===== src/rtl/game_pkg.sv =====
// Shared types and constants for the grip-sensor ADC scan path and level mapping.
package game_pkg;

    localparam int unsigned ADC_W   = 12;
    localparam int unsigned SHIFT_W = 4;

    localparam logic CH_P1 = 1'b0;
    localparam logic CH_P2 = 1'b1;

    typedef enum logic [2:0] {
        IDLE,
        REQ,
        WAIT,
        STORE,
        NEXT
    } scan_state_t;

endpackage


===== src/rtl/level_iir.sv =====
// First-order IIR smoother for one grip channel; the first sample after reset loads directly.
module level_iir
    import game_pkg::*;
(
    input  logic               clk,
    input  logic               reset,
    input  logic               load,
    input  logic [ADC_W-1:0]   x,
    input  logic [SHIFT_W-1:0] shift,
    output logic [ADC_W-1:0]   y,
    output logic               primed
);

    logic signed [ADC_W:0] diff_c;
    logic signed [ADC_W:0] step_c;
    logic [ADC_W-1:0]      y_next_c;

    // y + ((x - y) >>> shift); both operands are in range, so the sum never leaves 0..4095
    always_comb begin
        diff_c   = $signed({1'b0, x}) - $signed({1'b0, y});
        step_c   = diff_c >>> shift;
        y_next_c = ADC_W'($signed({1'b0, y}) + step_c);
    end

    // Filter state: unprimed after reset, first load primes with the raw sample
    always_ff @(posedge clk) begin
        if (reset) begin
            y      <= '0;
            primed <= 1'b0;
        end else if (load) begin
            y      <= primed ? y_next_c : x;
            primed <= 1'b1;
        end
    end

endmodule


===== src/rtl/adc_scan_scheduler.sv =====
// Time-shares the single ADC between the two grip sensors and publishes smoothed levels.
module adc_scan_scheduler
    import game_pkg::*;
#(
    parameter int unsigned TICK_DIV  = 48000,
    parameter int unsigned DONE_TMO  = 1024,
    parameter int unsigned AVG_SHIFT = 2
) (
    input  logic             clk,
    input  logic             reset,
    input  logic             mode,
    output logic             adc_start,
    output logic             adc_chan,
    input  logic             adc_done,
    input  logic [ADC_W-1:0] adc_data,
    output logic [ADC_W-1:0] p1data,
    output logic [ADC_W-1:0] p2data,
    output logic             p1_valid,
    output logic             p2_valid,
    output logic             tmo_err,
    output logic             ovr_err
);

    localparam int unsigned TICK_W = (TICK_DIV > 1) ? $clog2(TICK_DIV) : 1;
    localparam int unsigned TMO_W  = (DONE_TMO > 1) ? $clog2(DONE_TMO) : 1;
    localparam logic [SHIFT_W-1:0] FILT_SHIFT = SHIFT_W'(AVG_SHIFT);

    scan_state_t state;
    scan_state_t next_state;

    logic [TICK_W-1:0] tick_cnt;
    logic              tick_c;
    logic [TMO_W-1:0]  tmo_cnt;
    logic [TMO_W-1:0]  tmo_cnt_next;
    logic              chan;
    logic              chan_next;
    logic              frame_mode;
    logic              frame_mode_next;
    logic [ADC_W-1:0]  sample;
    logic [ADC_W-1:0]  sample_next;
    logic              tmo_set_c;
    logic              ovr_set_c;
    logic              load_p1_c;
    logic              load_p2_c;
    logic [1:0]        unused_primed;

    assign tick_c   = (tick_cnt == TICK_W'(TICK_DIV - 1));
    assign adc_chan = chan;

    // Free-running frame timer, independent of the scan state
    always_ff @(posedge clk) begin
        if (reset) begin
            tick_cnt <= '0;
        end else if (tick_c) begin
            tick_cnt <= '0;
        end else begin
            tick_cnt <= tick_cnt + TICK_W'(1);
        end
    end

    // Scan state register
    always_ff @(posedge clk) begin
        if (reset) begin
            state <= IDLE;
        end else begin
            state <= next_state;
        end
    end

    // Next-state and datapath control for one scan frame
    always_comb begin
        next_state      = state;
        chan_next       = chan;
        frame_mode_next = frame_mode;
        tmo_cnt_next    = tmo_cnt;
        sample_next     = sample;
        tmo_set_c       = 1'b0;
        ovr_set_c       = tick_c && (state != IDLE);
        load_p1_c       = 1'b0;
        load_p2_c       = 1'b0;

        case (state)
            IDLE: begin
                if (tick_c) begin
                    frame_mode_next = mode;
                    chan_next       = CH_P1;
                    next_state      = REQ;
                end
            end
            REQ: begin
                tmo_cnt_next = '0;
                next_state   = WAIT;
            end
            WAIT: begin
                // A done arriving on the last allowed cycle still counts
                if (adc_done) begin
                    sample_next = adc_data;
                    next_state  = STORE;
                end else if (tmo_cnt == TMO_W'(DONE_TMO - 1)) begin
                    tmo_set_c  = 1'b1;
                    next_state = NEXT;
                end else begin
                    tmo_cnt_next = tmo_cnt + TMO_W'(1);
                end
            end
            STORE: begin
                load_p1_c  = (chan == CH_P1);
                load_p2_c  = (chan == CH_P2);
                next_state = NEXT;
            end
            NEXT: begin
                if (frame_mode && (chan == CH_P1)) begin
                    chan_next  = CH_P2;
                    next_state = REQ;
                end else begin
                    next_state = IDLE;
                end
            end
            default: begin
                next_state = IDLE;
            end
        endcase
    end

    // Registered handshake, strobes and sticky error flags
    always_ff @(posedge clk) begin
        if (reset) begin
            chan       <= CH_P1;
            frame_mode <= 1'b0;
            tmo_cnt    <= '0;
            sample     <= '0;
            adc_start  <= 1'b0;
            p1_valid   <= 1'b0;
            p2_valid   <= 1'b0;
            tmo_err    <= 1'b0;
            ovr_err    <= 1'b0;
        end else begin
            chan       <= chan_next;
            frame_mode <= frame_mode_next;
            tmo_cnt    <= tmo_cnt_next;
            sample     <= sample_next;
            adc_start  <= (next_state == REQ);
            p1_valid   <= load_p1_c;
            p2_valid   <= load_p2_c;
            tmo_err    <= tmo_err | tmo_set_c;
            ovr_err    <= ovr_err | ovr_set_c;
        end
    end

    level_iir u_p1_iir (
        .clk    (clk),
        .reset  (reset),
        .load   (load_p1_c),
        .x      (sample),
        .shift  (FILT_SHIFT),
        .y      (p1data),
        .primed (unused_primed[0])
    );

    level_iir u_p2_iir (
        .clk    (clk),
        .reset  (reset),
        .load   (load_p2_c),
        .x      (sample),
        .shift  (FILT_SHIFT),
        .y      (p2data),
        .primed (unused_primed[1])
    );

endmodule


===== config.mk =====
export PLATFORM = sky130hd
export DESIGN_NAME = adc_scan_scheduler
export DESIGN_NICKNAME = d
export VERILOG_FILES = /design/src/rtl/game_pkg.sv /design/src/rtl/level_iir.sv /design/src/rtl/adc_scan_scheduler.sv
export SDC_FILE = /design/constraint.sdc
export NUM_CORES = 1
export LEC_CHECK = 0
export BUFFER_PORTS_ARGS = -buffer_cell sky130_fd_sc_hd__buf_2
export CELL_PAD_IN_SITES_DETAIL_PLACEMENT = 1
export CELL_PAD_IN_SITES_GLOBAL_PLACEMENT = 1
export CORE_MARGIN = 8
export CORE_UTILIZATION = 45
export DETAILED_ROUTE_END_ITERATION = 7
export PLACE_DENSITY = 0.88
export SYNTH_ARGS = -nofsm -noshare
export SYNTH_HDL_FRONTEND = slang
export SYNTH_SLANG_ARGS = --single-unit

===== constraint.sdc =====
create_clock -name clk -period 4.3 [get_ports clk]
set_input_delay 0.645 -clock clk [delete_from_list [all_inputs] [get_ports clk]]
set_output_delay 0.645 -clock clk [all_outputs]
set_load 0.01 [all_outputs]

# [Yosys cells after proc, flatten, opt, wreduce, memory -nomap -nowiden]
# Index checks and enable logic that the tools add are counted.
[totals] wordCells=64 reg_bits=74 output_inout_bits=30 in_bits=16
[op_classes] bitwise_logic=3 eq_ne=11 n_addsub=6 n_reduce_logical=11 n_mux=18
[ops] cell="$sub 12x12->13" n=2
[ops] cell="$add 12x11->12" n=2
[ops] cell="$mux 12" n=2
[ops] cell="$mux 10" n=2
[ops] cell="$pmux 10 s2" n=1
[ops] cell="$add 16x1->16 const B" n=1
[ops] cell="$eq 16x16->1 const B" n=1
[ops] cell="$pmux 3 s5" n=1
[ops] cell="$add 10x1->10 const B" n=1
[ops] cell="$eq 10x10->1 const B" n=1
[ops] cell="$mux 3" n=3
[ops] cell="$mux 1" n=8
[ops] cell="$ne 2x2->1 const B" n=4
[ops] cell="$eq 3x1->1 const B" n=2
[ops] cell="$eq 3x2->1 const B" n=2
[ops] cell="$reduce_and 3->1" n=2
[ops] cell="$reduce_and 2->1" n=2
[ops] cell="$reduce_bool 2->1" n=2
[ops] cell="$eq 3x3->1 const B" n=1
[ops] cell="$logic_not 3->1" n=1
[ops] cell="$reduce_bool 3->1" n=1
[ops] cell="$logic_and 1x1->1" n=2
[ops] cell="$or 1x1->1" n=2
[ops] cell="$pmux 1 s2" n=1
[ops] cell="2 further kinds" n=2

# [Depth between registers and ports, before layout]
[logic_depth] depth_word=5 mapped_depth=17

# [Hierarchy]
# From an unflattened synthesis, not the netlist that was laid out.
[hier_totals] hier_cells=819 hier_area_um2=6480.0
[modules_own_cells] module="level_iir" instances=2 area_each_um2=2178.3 cells_per_inst=284 seq_area_each_um2=260.2
[modules_own_cells] module="adc_scan_scheduler" instances=1 area_each_um2=2123.3 cells_per_inst=251 seq_area_each_um2=960.9

# [Worst setup path after synthesis]
# OpenSTA, ideal clock, no wires.
[synth_path] kind="reg2reg" startpoint="reg u_p2_iir.y[1]" endpoint="reg u_p2_iir.y[11]" t_arrival_ps=3621 path_slack_ps=551 stages_incl_launch_ff=16 t_required_ps=4173 n_path_buf=0 setup_ps=127 path_cell_list="dfxtp_1 inv_1 ha_1 a211oi_1 nor3_1 o211ai_1 a21boi_0 or4b_1 o311ai_0 ha_1 or4_1 o21ai_0 a21oi_1 nor3_1 nor4_1 or3b_1"
[synth_via] elab_chain_cells=3
[synth_lines] element="from (decl)" line_no="level_iir.sv:10" text="output logic [ADC_W-1:0] y,"
[synth_lines] element="from (signal assigned)" line_no="level_iir.sv:31" text="y <= primed ? y_next_c : x;"
[synth_lines] element="$sub 12x12->13" line_no="level_iir.sv:20" text="diff_c = $signed({1'b0, x}) - $signed({1'b0, y});"
[synth_lines] element="$add 12x11->12 *" line_no="level_iir.sv:22" text="y_next_c = ADC_W'($signed({1'b0, y}) + step_c);"
[synth_lines] element="$mux 12 *" line_no="level_iir.sv:31"
# Every way passes the cells marked *; elsewhere a longest branch is shown, timed or not.
# A chain may end at the register's enable or synchronous reset.

# [Worst setup path after layout]
[layout_path] startpoint="reg u_p1_iir.y[4]" endpoint="reg u_p1_iir.y[11]"
[layout_via] elab_chain_cells=3
[layout_lines] element="from (decl)" line_no="level_iir.sv:10"
[layout_lines] element="from (signal assigned)" line_no="level_iir.sv:31"
[layout_lines] element="$sub 12x12->13" line_no="level_iir.sv:20"
[layout_lines] element="$add 12x11->12 *" line_no="level_iir.sv:22"
[layout_lines] element="$mux 12 *" line_no="level_iir.sv:31"
# Marks and branches as above.

==> key figures <==
Floorplan
  • Ports: 46
  • Num rows: 38
  • Die area: 14800 µm²
  • Core area: 10900 µm²
  • DIE WIDTH: 122 µm
  • Starting density of the core: 46.2%
  • Die H: 122 µm

Synthesis
  • Cell variety after synth: 62
  • Synth warn: 0
  • Top area cells in the synthesized netlist: dfxtp_1 29%, ha_1 12%, xnor2_1 5.9%
  • Sequential area share after synthesis: 29.5%
  • Synth Net Count: 676
  • Synth Instances: 610
  • Ys flop type: dfxtp_1
  • Post-synthesis async set-or-reset flop share: 0%
  • Area leader, netlist: dfxtp_1
  • Flops & latches, synth: 74
  • Syn Area/Cell: 8.24 µm²
  • Mapped cell area: 5030 µm²
  • Post-synth top area share: 29.5%
  • EDFF count, synth: 0

Power and ir drop
  • LEAKAGE: 2.30 nW
  • Cell area power density: 228 nW/µm²
  • VDD IR-drop max: 0.000226 V
  • Total design power: 0.00127 W

Layout
  • Area growth syn-to-layout: 11.2%
  • Fraction of layout cells with a size suffix above 1: 12.7%
  • Final core occ: 51.3%
  • FILL cells: 1356
  • Fin nets: 716
  • Ant. Diodes: 0

Routing
  • Iteration-0 DRC Markers: 179
  • Drt pass-1 iters: 4
  • WL/cell: 17.9 µm
  • Via density: 5.83
  • Antenna violation net count after detailed routing: 0
  • Total wire length: 14200 µm
  • Vias: 4631
  • DRC: 0

Critical path
  • Critical path buffer and inverter count: 1
  • Flop-to-flop setup slack: 0.26 ns
  • CP arrival: 4.36 ns
  • Critical path's largest stage delay: 0.38 ns
  • CP Launch Type: flip-flop
  • Top Family by Delay on Critical Path: compound AO/OA/AOI/OAI gates
  • CP Capture Type: flip-flop
  • Critical Path RT: 4.62 ns
  • Setup CP Type: reg -> reg
  • Slowest-stage cell, CP: dfxtp_1
  • CP Max Fanout: 4
  • Crit-path cells: inv_1 > ha_1 > a21o_1 > a21o_2 > a41oi_4 > a21oi_1 > a21o_1 > a21oi_1 > xnor2_1 > ha_1 > nand2_1 > nor3_2 > a21boi_2 > o2bb2ai_1 > or3_4 > a2111oi_2 > or3b_1

Place
  • IO buf count: 45
  • Final HPWL DP: 10800 µm
  • Routability cong.: 0.876
  • Post-placement setup slack: 0.200 ns

Clock tree
  • CTS tree: yes
  • Inserted Clock Buffers: 9
  • Root Driver: clkbuf_8
  • Clock sinks: 74
  • Clk slew on worst S/H paths: 0.08 ns
  • CTS max path bufs: 2
  • H-tree Lvls: 3
  • Skew-Pair Late Insertion Delay: 0.37 ns

STA
  • Post-layout min period: 4.04 ns
  • Final Hold Viols: 0
  • Final hold slack: 0.472 ns
  • Final Setup Violations: 0
  • Worst Tran Pin Value: 0.791 ns
  • Slew Limit Fails: 0
  • Clk_skew: 0.0130 ns
  • Max Fclk: 0.247 GHz
  • Worst rel slew slack: 46.8%
  • Crit share post-route: 94.0%
  • Setup ws final: 0.257 ns

GRT
  • First-pass GRT wire length: 23500 µm
  • Overflow after GRT: 0
  • Initial antenna violation count: 0
  • Vias in the first global route: 4969
  • Global Route Usage Sum: 19.6%
  • Pin count of the biggest net entering global routing: 35

Hold path
  • HP Class: reg -> reg

Outcome
  • Outcome: completed

Run
  • Maxcap violations: 0
[cells in the mapped netlist (all sizes together) (14+ instances only)]
cell	count
nor2	73
xor2	18
a211oi	23
nand2	50
nand3	16
a21o	16
o21ai	19
xnor2	34
a21oi	49
ha	48
dfxtp	74
nor3	14
inv	35
mux2i	17
clkbuf	16
[metrics by stage]
step	cell area, µm²	std cells	TNS [ns]
2_1_floorplan	5030	610	0
3_3_place_gp	5380	779	0
3_5_place_dp	5380	779	0
4_1_cts	5570	795	0
5_1_grt	5590	795	-0.00268
6_report	5590	795	0
[registers in the layout, indices dropped and copies added, names as in the netlist, 3 cells and up]
signal,cells
sample,12
u_p1_iir.y,12
tmo_cnt,10
state,3
tick_cnt,16
u_p2_iir.y,12
[routing by layer]
layer	wire length, µm	global-route usage, %
met4	290	5.86
met2	7290	35.7
met5	0	0
met1	6010	21.9
met3	624	5.00
[cells by family (layout without fill, tap and decap cells)]
family / count (synthesis) / after routing / share of synthesized area [%]
AND/OR/NAND/NOR: 213 / 213 / 20.7
buffers and inverters: 56 / 101 / 4.38
multiplexers: 17 / 17 / 3.39
adder cells (fa/ha/maj): 50 / 50 / 12.7
AO/OA/AOI/OAI: 148 / 148 / 20.2
flip-flops: 74 / 74 / 29.5
XOR/XNOR: 52 / 52 / 9.06
[cells in the final DEF, fill, tap and decap left out, drive strengths merged, types with 5 or more instances in the layout]
cell type  netlist  layout
dfxtp           74      74
nor2            73      73
nand2           50      50
buf              5      50
a21oi           49      49
ha              48      48
inv             35      36
xnor2           34      34
a211oi          23      23
o21ai           19      19
xor2            18      18
mux2i           17      17
nand3           16      16
a21o            16      16
nor3            14      14
clkbuf          16      10
nor4             9       9
or3              9       9
o21a             7       7
and3             7       7
nand4            5       5
nor2b            5       5
and4             5       5
[layout make-up]
class / count / area, µm² / area share, %
Sequential cell: 74 / 1480 / 26.5
Multi-Input combinational cell: 480 / 3340 / 59.8
Tap cell: 140 / 175 / 3.13
Clock inverter: 6 / 65.1 / 1.16
Timing Repair Buffer: 50 / 263 / 4.70
Inverter: 35 / 131 / 2.35
Clock buffer: 10 / 128 / 2.28
[where the power goes]
| group | internal, W | switching (W) | leakage (nW) |
|---|---|---|---|
| clock network | 0.000269 | 0.000288 | 0.0966 |
| registers | 0.000687 | 0.00000219 | 0.597 |
| logic | 0.00000891 | 0.0000188 | 1.61 |
[timing repair]
action	4_1_cts	5_1_grt
endpoints found under the setup margin	0	3
hold buffers	0	0
gates resized for setup	0	7
buffers inserted	0	0
[final timing paths]
path / depth (start not counted) / start / to
min reg2reg: 1 / tick_cnt[0] / tick_cnt[0]
min: 1 / tick_cnt[0] / tick_cnt[0]
max reg2reg: 17 / u_p1_iir.y[4] / u_p1_iir.y[11]
max: 17 / u_p1_iir.y[4] / u_p1_iir.y[11]
No activity file was read; power rests on OpenSTA's default activity.
